$ cat src/rtl/loader_pkg.sv
`default_nettype none
// ============================================================================
// Module      : loader_pkg
// Description : Shared definitions for the program loader: default geometry,
//               the NOP fill word and the loader state encoding.
// Revision    : 1.0 - initial release
// ============================================================================
package loader_pkg;

    localparam int              DEFAULT_ISA_WIDTH = 16;
    localparam int              DEFAULT_DEPTH     = 32;
    localparam logic [15:0]     NOP_INST          = 16'h0000;

    typedef enum logic [2:0] {
        ST_COLLECT = 3'd0,
        ST_ARM     = 3'd1,
        ST_BURST   = 3'd2,
        ST_HOLD    = 3'd3,
        ST_RUN     = 3'd4
    } loader_state_e;

endpackage : loader_pkg
`default_nettype wire

$ cat src/rtl/loader_buf.sv
`default_nettype none
// ============================================================================
// Module      : loader_buf
// Description : DEPTH x ISA_WIDTH instruction staging buffer.
//               One synchronous write port, one combinational read port.
//               Contents are deliberately not reset.
// Ports       : clk        - rising-edge clock
//               i_wr_en    - write strobe
//               i_wr_addr  - write slot
//               i_wr_data  - word to store
//               i_rd_addr  - read slot
//               o_rd_data  - word at i_rd_addr (combinational)
// Revision    : 1.0 - initial release
// ============================================================================
module loader_buf
    import loader_pkg::*;
#(
    parameter int ISA_WIDTH = DEFAULT_ISA_WIDTH,
    parameter int DEPTH     = DEFAULT_DEPTH,
    parameter int ADDR_W    = (DEPTH > 1) ? $clog2(DEPTH) : 1
) (
    input  logic                 clk,
    input  logic                 i_wr_en,
    input  logic [ADDR_W-1:0]    i_wr_addr,
    input  logic [ISA_WIDTH-1:0] i_wr_data,
    input  logic [ADDR_W-1:0]    i_rd_addr,
    output logic [ISA_WIDTH-1:0] o_rd_data
);

    logic [ISA_WIDTH-1:0] r_mem [DEPTH];

    always_ff @(posedge clk) begin
        if (i_wr_en) begin
            r_mem[i_wr_addr] <= i_wr_data;
        end
    end

    assign o_rd_data = r_mem[i_rd_addr];

endmodule : loader_buf
`default_nettype wire

$ cat src/rtl/prog_loader.sv
`default_nettype none
// ============================================================================
// Module      : prog_loader
// Description : Collects a program as a byte stream (high byte first), packs
//               it into instruction words, then bursts exactly DEPTH words
//               (padding with PAD_INST) into the instruction memory while
//               its PC is released, holds, and finally releases the PC to run.
// Options     : LOADER_CHECKSUM_EN - build the running XOR checksum of stored
//               words; when undefined, checksum is tied to 0.
// Ports       : clk, rst            - clock, async active-high reset
//               byte_valid/data     - program byte stream in
//               byte_ready          - byte accepted this cycle
//               flush               - end of program, start burst
//               run                 - release PC after the burst
//               icmem_rst_n         - active-low PC reset to instruction mem
//               inst_wen/input_inst - instruction write port (registered)
//               inst_count          - words collected
//               done                - burst complete, awaiting run
//               checksum            - XOR of stored words
// Revision    : 1.0 - initial release
// ============================================================================
module prog_loader
    import loader_pkg::*;
#(
    parameter int                   ISA_WIDTH = DEFAULT_ISA_WIDTH,
    parameter int                   DEPTH     = DEFAULT_DEPTH,
    parameter logic [ISA_WIDTH-1:0] PAD_INST  = ISA_WIDTH'(NOP_INST)
) (
    input  logic                     clk,
    input  logic                     rst,
    input  logic                     byte_valid,
    input  logic [7:0]               byte_data,
    output logic                     byte_ready,
    input  logic                     flush,
    input  logic                     run,
    output logic                     icmem_rst_n,
    output logic                     inst_wen,
    output logic [ISA_WIDTH-1:0]     input_inst,
    output logic [$clog2(DEPTH):0]   inst_count,
    output logic                     done,
    output logic [ISA_WIDTH-1:0]     checksum
);

    localparam int                 c_cnt_w  = $clog2(DEPTH) + 1;
    localparam int                 c_addr_w = (DEPTH > 1) ? $clog2(DEPTH) : 1;
    localparam logic [c_cnt_w-1:0] c_depth  = c_cnt_w'(DEPTH);
    localparam logic [c_cnt_w-1:0] c_last   = c_cnt_w'(DEPTH - 1);

    loader_state_e        r_state, w_state_nxt;
    logic [c_cnt_w-1:0]   r_count, w_count_nxt;
    logic [c_cnt_w-1:0]   r_idx, w_idx_nxt;
    logic                 r_hi_pend, w_hi_pend_nxt;
    logic [7:0]           r_hi_byte, w_hi_byte_nxt;
    logic                 w_wr_en;
    logic [15:0]          w_word;
    logic [ISA_WIDTH-1:0] w_wr_data;
    logic [ISA_WIDTH-1:0] w_rd_data;
    logic [ISA_WIDTH-1:0] w_inst_nxt;
    logic                 w_full;
    logic                 w_xfer;
    logic                 r_wen, r_rst_n, r_done;
    logic [ISA_WIDTH-1:0] r_inst;

    assign w_full     = (r_count == c_depth);
    assign byte_ready = (r_state == ST_COLLECT) && !w_full;
    assign w_xfer     = byte_valid && byte_ready;
    assign w_wr_data  = ISA_WIDTH'(w_word);

    loader_buf #(
        .ISA_WIDTH (ISA_WIDTH),
        .DEPTH     (DEPTH),
        .ADDR_W    (c_addr_w)
    ) u_buf (
        .clk       (clk),
        .i_wr_en   (w_wr_en),
        .i_wr_addr (r_count[c_addr_w-1:0]),
        .i_wr_data (w_wr_data),
        .i_rd_addr (w_idx_nxt[c_addr_w-1:0]),
        .o_rd_data (w_rd_data)
    );

    always_comb begin
        w_state_nxt   = r_state;
        w_count_nxt   = r_count;
        w_idx_nxt     = r_idx;
        w_hi_pend_nxt = r_hi_pend;
        w_hi_byte_nxt = r_hi_byte;
        w_wr_en       = 1'b0;
        w_word        = '0;

        case (r_state)
            ST_COLLECT: begin
                // At most one word is stored per cycle: a byte arriving with
                // flush is absorbed first, and a lone high byte is padded.
                if (w_xfer) begin
                    if (r_hi_pend) begin
                        w_wr_en       = 1'b1;
                        w_word        = {r_hi_byte, byte_data};
                        w_hi_pend_nxt = 1'b0;
                        w_count_nxt   = r_count + c_cnt_w'(1);
                    end else if (flush) begin
                        w_wr_en     = 1'b1;
                        w_word      = {byte_data, 8'h00};
                        w_count_nxt = r_count + c_cnt_w'(1);
                    end else begin
                        w_hi_pend_nxt = 1'b1;
                        w_hi_byte_nxt = byte_data;
                    end
                end else if (flush && r_hi_pend) begin
                    w_wr_en       = 1'b1;
                    w_word        = {r_hi_byte, 8'h00};
                    w_hi_pend_nxt = 1'b0;
                    w_count_nxt   = r_count + c_cnt_w'(1);
                end
                if (w_full || (flush && ((r_count != '0) || r_hi_pend || w_xfer))) begin
                    w_state_nxt = ST_ARM;
                end
            end
            ST_ARM: begin
                w_state_nxt = ST_BURST;
                w_idx_nxt   = '0;
            end
            ST_BURST: begin
                if (r_idx == c_last) begin
                    w_state_nxt = ST_HOLD;
                end else begin
                    w_idx_nxt = r_idx + c_cnt_w'(1);
                end
            end
            ST_HOLD: begin
                if (run) begin
                    w_state_nxt = ST_RUN;
                end
            end
            ST_RUN: begin
                w_state_nxt = ST_RUN;
            end
            default: begin
                w_state_nxt = ST_COLLECT;
            end
        endcase

        // Outputs are registered, so they are derived from the next state:
        // the word presented in burst cycle k is fetched one cycle early.
        w_inst_nxt = '0;
        if (w_state_nxt == ST_BURST) begin
            w_inst_nxt = (w_idx_nxt < r_count) ? w_rd_data : PAD_INST;
        end
    end

    always_ff @(posedge clk or posedge rst) begin
        if (rst) begin
            r_state   <= ST_COLLECT;
            r_count   <= '0;
            r_idx     <= '0;
            r_hi_pend <= 1'b0;
            r_hi_byte <= '0;
            r_wen     <= 1'b0;
            r_rst_n   <= 1'b0;
            r_done    <= 1'b0;
            r_inst    <= '0;
        end else begin
            r_state   <= w_state_nxt;
            r_count   <= w_count_nxt;
            r_idx     <= w_idx_nxt;
            r_hi_pend <= w_hi_pend_nxt;
            r_hi_byte <= w_hi_byte_nxt;
            r_wen     <= (w_state_nxt == ST_BURST);
            r_rst_n   <= (w_state_nxt == ST_BURST) || (w_state_nxt == ST_RUN);
            r_done    <= (w_state_nxt == ST_HOLD);
            r_inst    <= w_inst_nxt;
        end
    end

`ifdef LOADER_CHECKSUM_EN
    logic [ISA_WIDTH-1:0] r_checksum;

    // Only real stored words enter the checksum; PAD_INST fill never does.
    always_ff @(posedge clk or posedge rst) begin
        if (rst) begin
            r_checksum <= '0;
        end else if (w_wr_en) begin
            r_checksum <= r_checksum ^ w_wr_data;
        end
    end

    assign checksum = r_checksum;
`else
    assign checksum = '0;
`endif

    assign icmem_rst_n = r_rst_n;
    assign inst_wen    = r_wen;
    assign input_inst  = r_inst;
    assign done        = r_done;
    assign inst_count  = r_count;

endmodule : prog_loader
`default_nettype wire

$ cat config.mk
export PLATFORM = sky130hd
export DESIGN_NAME = prog_loader
export DESIGN_NICKNAME = d
export VERILOG_FILES = /design/src/rtl/loader_pkg.sv /design/src/rtl/loader_buf.sv /design/src/rtl/prog_loader.sv
export SDC_FILE = /design/constraint.sdc
export NUM_CORES = 1
export LEC_CHECK = 0
export ABC_AREA = 1
export CAP_MARGIN = 20
export CORE_ASPECT_RATIO = 0.7
export CORE_UTILIZATION = 50
export DETAILED_ROUTE_END_ITERATION = 7
export PLACE_DENSITY = 0.72
export SYNTH_ARGS = -nofsm -noshare
export SYNTH_HDL_FRONTEND = slang
export SYNTH_HIERARCHICAL = 1
export SYNTH_SLANG_ARGS = --single-unit
$ cat constraint.sdc
create_clock -name clk -period 4.1 [get_ports clk]
set_input_delay 0.615 -clock clk [delete_from_list [all_inputs] [get_ports clk]]
set_output_delay 0.615 -clock clk [all_outputs]
set_load 0.01 [all_outputs]
==> flow_metrics.env, run 1 <==
export IMPL_period_needed_ns=3.40
export IMPL_clockBufferDepth=3
export IMPL_grt_pass1_wl_um=89700
export IMPL_worst_r2r_path_depth=12
export IMPL_seq_area_um2=16500
export IMPL_finalSetupViolCount=0
export IMPL_clk_transition_reported_paths_ns=0.06
export IMPL_cp_endpoint="u_buf/r_mem[28][2]$_DFFE_PP_"
export IMPL_coreArea_um2=45500
export IMPL_clock_skew_ns=0.0158
export IMPL_multiInputGateArea_um2=5900
export IMPL_drt_pass1_iterations=6
export IMPL_synth_area_per_cell_um2=11.3
export IMPL_fin_nets=2128
export IMPL_antenna_found_initial=0
export IMPL_drt_iter0_drc=2470
export IMPL_synth_seq_area_share_pct=70.5
export IMPL_use_met3_pct=5.00
export IMPL_clockRootBuffer="clkbuf_16"
export IMPL_met2_usage_pct=37.6
export IMPL_drc=0
export IMPL_holdBufCountCts=0
export IMPL_met1_usage_pct=38.9
export IMPL_area_delta_synth_final_pct=10.7
export IMPL_timing_worst_setup_path_type="reg -> reg"
export IMPL_critPathRequiredTime_ns=4.37
export IMPL_ys_types=42
export IMPL_netlist_instances=2067
export IMPL_place_ws_ns=0.758
export IMPL_gp_congestion=0.885
export IMPL_fill_cells=3661
export IMPL_slew_viol_final=0
export IMPL_grt_overflow_total=0
export IMPL_fin_crit_sh_pct=83.0
export IMPL_max_freq_mhz=294
export IMPL_rsz0062_at_grt="false"
export IMPL_ioPinCount=55
export IMPL_grt_busiest_layer="met1"
export IMPL_h_tree_depth=2
export IMPL_insertedDiodeCount=0
export IMPL_die_height_um=183
export IMPL_via_count=15900
export IMPL_synth_warnings=6
export IMPL_cts_sinks=555
export IMPL_drive_gt1_share_pct=8.35
export IMPL_postCtsSetupBuffers=0
export IMPL_finalHoldViolCount=0
export IMPL_ys_flop_type="edfxtp_1"
export IMPL_grt_max_degree=131
export IMPL_clock_latency_ns=0.57
export IMPL_postRouteAntennaNets=0
export IMPL_crit_path_start_kind="flop"
export IMPL_timing_rr_start="inst_count[0]$_DFFE_PP0P_"
export IMPL_hold_path_class="in -> async"
export IMPL_synth_edf_count=512
export IMPL_cts_tree="yes"
export IMPL_grt_pass1_vias=14600
export IMPL_die_w_um=260
export IMPL_grt_total_usage_pct=25.3
export IMPL_async_flop_share_pct=7.75
export IMPL_numCtsBuffers=48
export IMPL_avgViaCountPerCell=5.79
export IMPL_cts_resized=0
export IMPL_tns_ns=0
export IMPL_dp_hpwl_um=34700
export IMPL_cap_viol_max_count=0
export IMPL_wl_per_cell_um=21.8
export IMPL_crit_start="inst_count[0]$_DFFE_PP0P_"
export IMPL_ys_ff_latch=555
export IMPL_rrSetupSlack_ns=0.70
export IMPL_crit_path_end_kind="flop"
export IMPL_setup_slack_ns=0.696
export IMPL_slew_headroom_pct=35.5
export IMPL_final_cell_mix="nand2_1, edfxtp_1, nand3_1"
export IMPL_routed_wl_um=60000
export IMPL_status="finished clean"
export IMPL_final_common_cell="nand2_1"
export IMPL_row_count=65
export IMPL_portBuffers=38
export IMPL_cp_arrival_ns=3.67
export IMPL_die_area_um2=47600
export IMPL_reg2reg_to="u_buf/r_mem[28][2]$_DFFE_PP_"
export IMPL_crit_path_max_fanout=12
export IMPL_syn_area_um2=23300
export IMPL_worst_pin_slew_ns=0.968
export IMPL_start_util_pct=51.3
==> synth_stat cells (3+ instances only) <==
library cell / instances / area share (%)
clkbuf_1: 20 / 0.32
o21ai_0: 13 / 0.28
nand3_1: 405 / 8.7
nor2_1: 82 / 1.3
edfxtp_1: 512 / 66
buf_4: 46 / 1.5
buf_2: 34 / 0.73
inv_2: 6 / 0.096
xor2_1: 3 / 0.11
a21oi_1: 12 / 0.26
inv_1: 41 / 0.66
nand2_1: 779 / 13
buf_6: 27 / 1.3
dfrtp_1: 43 / 4.6
o21ai_1: 3 / 0.064
ha_1: 8 / 0.43
nand2_2: 3 / 0.080
==> sequential cells by signal, indices dropped and copies added, names as in the netlist <==
| signal | flops |
|---|---|
| icmem_rst_n | 1 |
| r_idx | 6 |
| u_buf/r_mem | 512 |
| inst_count | 6 |
| inst_wen | 1 |
| input_inst | 16 |
| r_hi_pend | 1 |
| done | 1 |
| r_state | 3 |
| r_hi_byte | 8 |
==> layer usage <==
| metal | up-vias | share of wire [%] |
|---|---|---|
| met1 | 7757 | 42 |
| li1 | 7136 | - |
| met3 | 90 | 12 |
| met5 | - | 0 |
| met4 | 0 | 1.6 |
| met2 | 929 | 45 |
==> cells by family after synthesis <==
| family | synth area share (%) |
|---|---|
| buffers and inverters | 4.81 |
| adders and majority gates | 0.429 |
| AOI/OAI and AO/OA | 0.927 |
| and+or+nand+nor | 23.1 |
| other | 0.0161 |
| DFF | 70.5 |
| xor gates and xnor gates | 0.220 |
==> layout make-up <==
type	instances	area share, %
timing repair buffer	106	4.01
sequential	555	63.7
inverter	48	0.727
clock buffer	66	5.11
clock inverter	20	0.688
tap	603	2.92
multi-input combinational	1348	22.9
==> worst min path at each step <==
| stage | startpoint | endpoint | slack (ns) |
|---|---|---|---|
| after floorplan | r_hi_byte[7]$_DFFE_PP0P_ | r_hi_byte[7]$_DFFE_PP0P_ | 0.46 |
| after global placement | r_hi_byte[7]$_DFFE_PP0P_ | r_hi_byte[7]$_DFFE_PP0P_ | 0.48 |
| after detailed placement | r_hi_byte[7]$_DFFE_PP0P_ | r_hi_byte[7]$_DFFE_PP0P_ | 0.48 |
| after CTS | r_hi_byte[7]$_DFFE_PP0P_ | r_hi_byte[7]$_DFFE_PP0P_ | 0.50 |
| after global routing | rst | input_inst[8]$_DFF_PP0_ | 0.34 |
| final | rst | inst_wen$_DFF_PP0_ | 0.33 |
==> critical path, stage by stage, from the launching register on <==
cell,delay [ns]
dfrtp_1,0.53
inv_1,0.18
ha_1,0.24
nand4_2,0.12
nor2_2,0.06
nor2_4,0.14
nand2_2,0.23
nand2_4,0.15
nand2_4,0.13
inv_2,0.21
nand3_1,0.29
nor2_1,0.51
buf_4,0.29
==> stage by stage <==
step	hold slack (ns)	instances	area [um^2]	utilization [%]
5_1_grt	0.342	2746	25800	56.7
3_5_place_dp	0.484	2659	24300	53.4
6_report	0.333	2746	25800	56.7
3_3_place_gp	0.478	2658	24300	53.3
4_1_cts	0.498	2745	25800	56.7
2_1_floorplan	0.459	2082	23400	-
Power of run 1 is left out: the tool's default activity adds up to more than one toggle a clock period on the data nets, which glitch-free logic cannot reach.
==> run 2: changes to the inputs <==
Clock period 4.1 ns to 3.5 ns, I/O delays scaled along.
==> run 2 against run 1 <==
  * Sequential cell count unchanged
  * Cell count increased by 1.1%
  * Critical path depth increased by 1
  * Global-route usage increased by 0.54 points
  * Maximum frequency increased by 5.9%
  * Critical path type unchanged
==> flow_metrics.env, run 2 (synthesis gave the netlist of run 1 again) <==
export IMPL_start_util_pct=51.3
export IMPL_die_height_um=183
export IMPL_max_freq_mhz=311
export IMPL_critPathSlowestCell="dfrtp_1"
export IMPL_slew_viol_final=0
export IMPL_critical_path_top_delay_family="simple AND/OR/NAND/NOR gates"
export IMPL_routed_wl_um=61000
export IMPL_cp_arrival_ns=3.48
export IMPL_finalSetupViolCount=0
export IMPL_hold_path_class="in -> async"
export IMPL_grt_pass1_vias=15100
export IMPL_coreArea_um2=45500
export IMPL_max_stage_delay_ns=0.48
export IMPL_fill_cells=3605
export IMPL_gp_congestion=0.925
export IMPL_grt_total_usage_pct=25.8
export IMPL_tns_ns=0
export IMPL_cts_tree="yes"
export IMPL_status="finished clean"
export IMPL_row_count=65
export IMPL_timing_worst_setup_path_type="reg -> reg"
export IMPL_drt_pass1_iterations=6
export IMPL_holdBufCountCts=0
export IMPL_final_cell_mix="nand2_1, edfxtp_1, nand3_1"
export IMPL_top_register="u_buf/r_mem"
export IMPL_period_needed_ns=3.21
export IMPL_finalHoldViolCount=0
export IMPL_die_w_um=260
export IMPL_rsz0062_at_grt="false"
export IMPL_grt_pass1_wl_um=92100
export IMPL_clock_latency_ns=0.60
export IMPL_postCtsSetupBuffers=0
export IMPL_final_common_cell="nand2_1"
export IMPL_drive_gt1_share_pct=9.90
export IMPL_crit_path_cell_trace="inv_1, ha_1, nand4_2, nor2_2, nor2_4, nand2_2, nand2_4, nand2_4, inv_2, nand3_1, buf_4, nor2_1, buf_4"
export IMPL_fin_crit_sh_pct=91.8
export IMPL_worst_pin_slew_ns=0.958
export IMPL_avgViaCountPerCell=5.78
export IMPL_fin_nets=2153
export IMPL_path_buf_inv=4
export IMPL_dp_hpwl_um=37300
export IMPL_crit_path_max_fanout=16
export IMPL_via_count=16100
export IMPL_ioPinCount=55
export IMPL_clock_skew_ns=0.0380
export IMPL_area_delta_synth_final_pct=12.0
export IMPL_grt_overflow_total=0
export IMPL_crit_path_end_kind="flop"
export IMPL_slew_headroom_pct=36.1
export IMPL_wl_per_cell_um=22.0
export IMPL_cts_sinks=555
export IMPL_cap_viol_max_count=0
export IMPL_antenna_found_initial=1
export IMPL_die_area_um2=47600
export IMPL_drc=0
export IMPL_crit_path_start_kind="flop"
export IMPL_clockBufferDepth=3
export IMPL_h_tree_depth=2
export IMPL_drt_iter0_drc=2543
export IMPL_largest_reg_flops=512
export IMPL_critPathRequiredTime_ns=3.77
export IMPL_grt_max_degree=79
export IMPL_numCtsBuffers=50
export IMPL_cts_resized=0
export IMPL_clockRootBuffer="clkbuf_16"
export IMPL_postRouteAntennaNets=0
export IMPL_portBuffers=38
export IMPL_clk_transition_reported_paths_ns=0.07
-- run 2: changes by cell type in the layout (fill, tap and decap cells not counted), moves of 3 or more --
cell	delta
buf_4	+23
bufinv_16	+3
clkinv_2	+6
clkbuf_1	-8
-- run 2: metal layers --
layer | vias up | wire [um] | global-route usage [%] | share of wire [%]
li1 | 7196 | - | - | -
met1 | 7772 | 25200 | 39.1 | 41
met2 | 993 | 27100 | 38.0 | 44
met3 | 92 | 7510 | 5.85 | 12
met4 | 0 | 1180 | 6.08 | 1.9
met5 | - | 0 | 0 | 0
-- run 2: area by class of cell --
type / count / area, um^2 / area share, %
clock buffers: 58 / 1300 / 4.98
inverters: 48 / 188 / 0.718
flip-flops and latches: 555 / 16500 / 62.9
well taps: 603 / 754 / 2.89
clock inverters: 34 / 339 / 1.30
repair buffers: 129 / 1200 / 4.60
multi-input cells: 1348 / 5900 / 22.6
diodes: 1 / 2.50 / 0.00957
-- run 2: worst paths after layout --
kind | startpoint | to | slack (ns) | cells after the start
setup / recovery | inst_count[0]$_DFFE_PP0P_ | u_buf/r_mem[23][15]$_DFFE_PP_ | 0.29 | 13
setup reg to reg | inst_count[0]$_DFFE_PP0P_ | u_buf/r_mem[23][15]$_DFFE_PP_ | 0.29 | 13
hold / removal | rst | input_inst[11]$_DFF_PP0_ | 0.46 | 2
min in group clk | r_hi_byte[6]$_DFFE_PP0P_ | r_hi_byte[6]$_DFFE_PP0P_ | 0.52 | 2
max in group asynchronous | rst | r_hi_byte[2]$_DFFE_PP0P_ | 2.41 | 2
hold reg to reg | r_hi_byte[6]$_DFFE_PP0P_ | r_hi_byte[6]$_DFFE_PP0P_ | 0.52 | 2
-- run 2: metrics by stage --
| step | hold WS [ns] | utilization (%) | setup WS, ns | instances | area, um^2 |
|---|---|---|---|---|---|
| 4_1_cts | 0.482 | 57.4 | 0.331 | 2775 | 26100 |
| 5_1_grt | 0.532 | 57.4 | 0.122 | 2775 | 26100 |
| 6_report | 0.458 | 57.4 | 0.286 | 2776 | 26100 |
| 3_3_place_gp | 0.485 | 53.8 | 0.450 | 2683 | 24500 |
| 3_5_place_dp | 0.509 | 53.8 | 0.337 | 2683 | 24500 |
| 2_1_floorplan | 0.459 | - | 0.466 | 2082 | 23400 |
Power of run 2 is left out for the same reason.
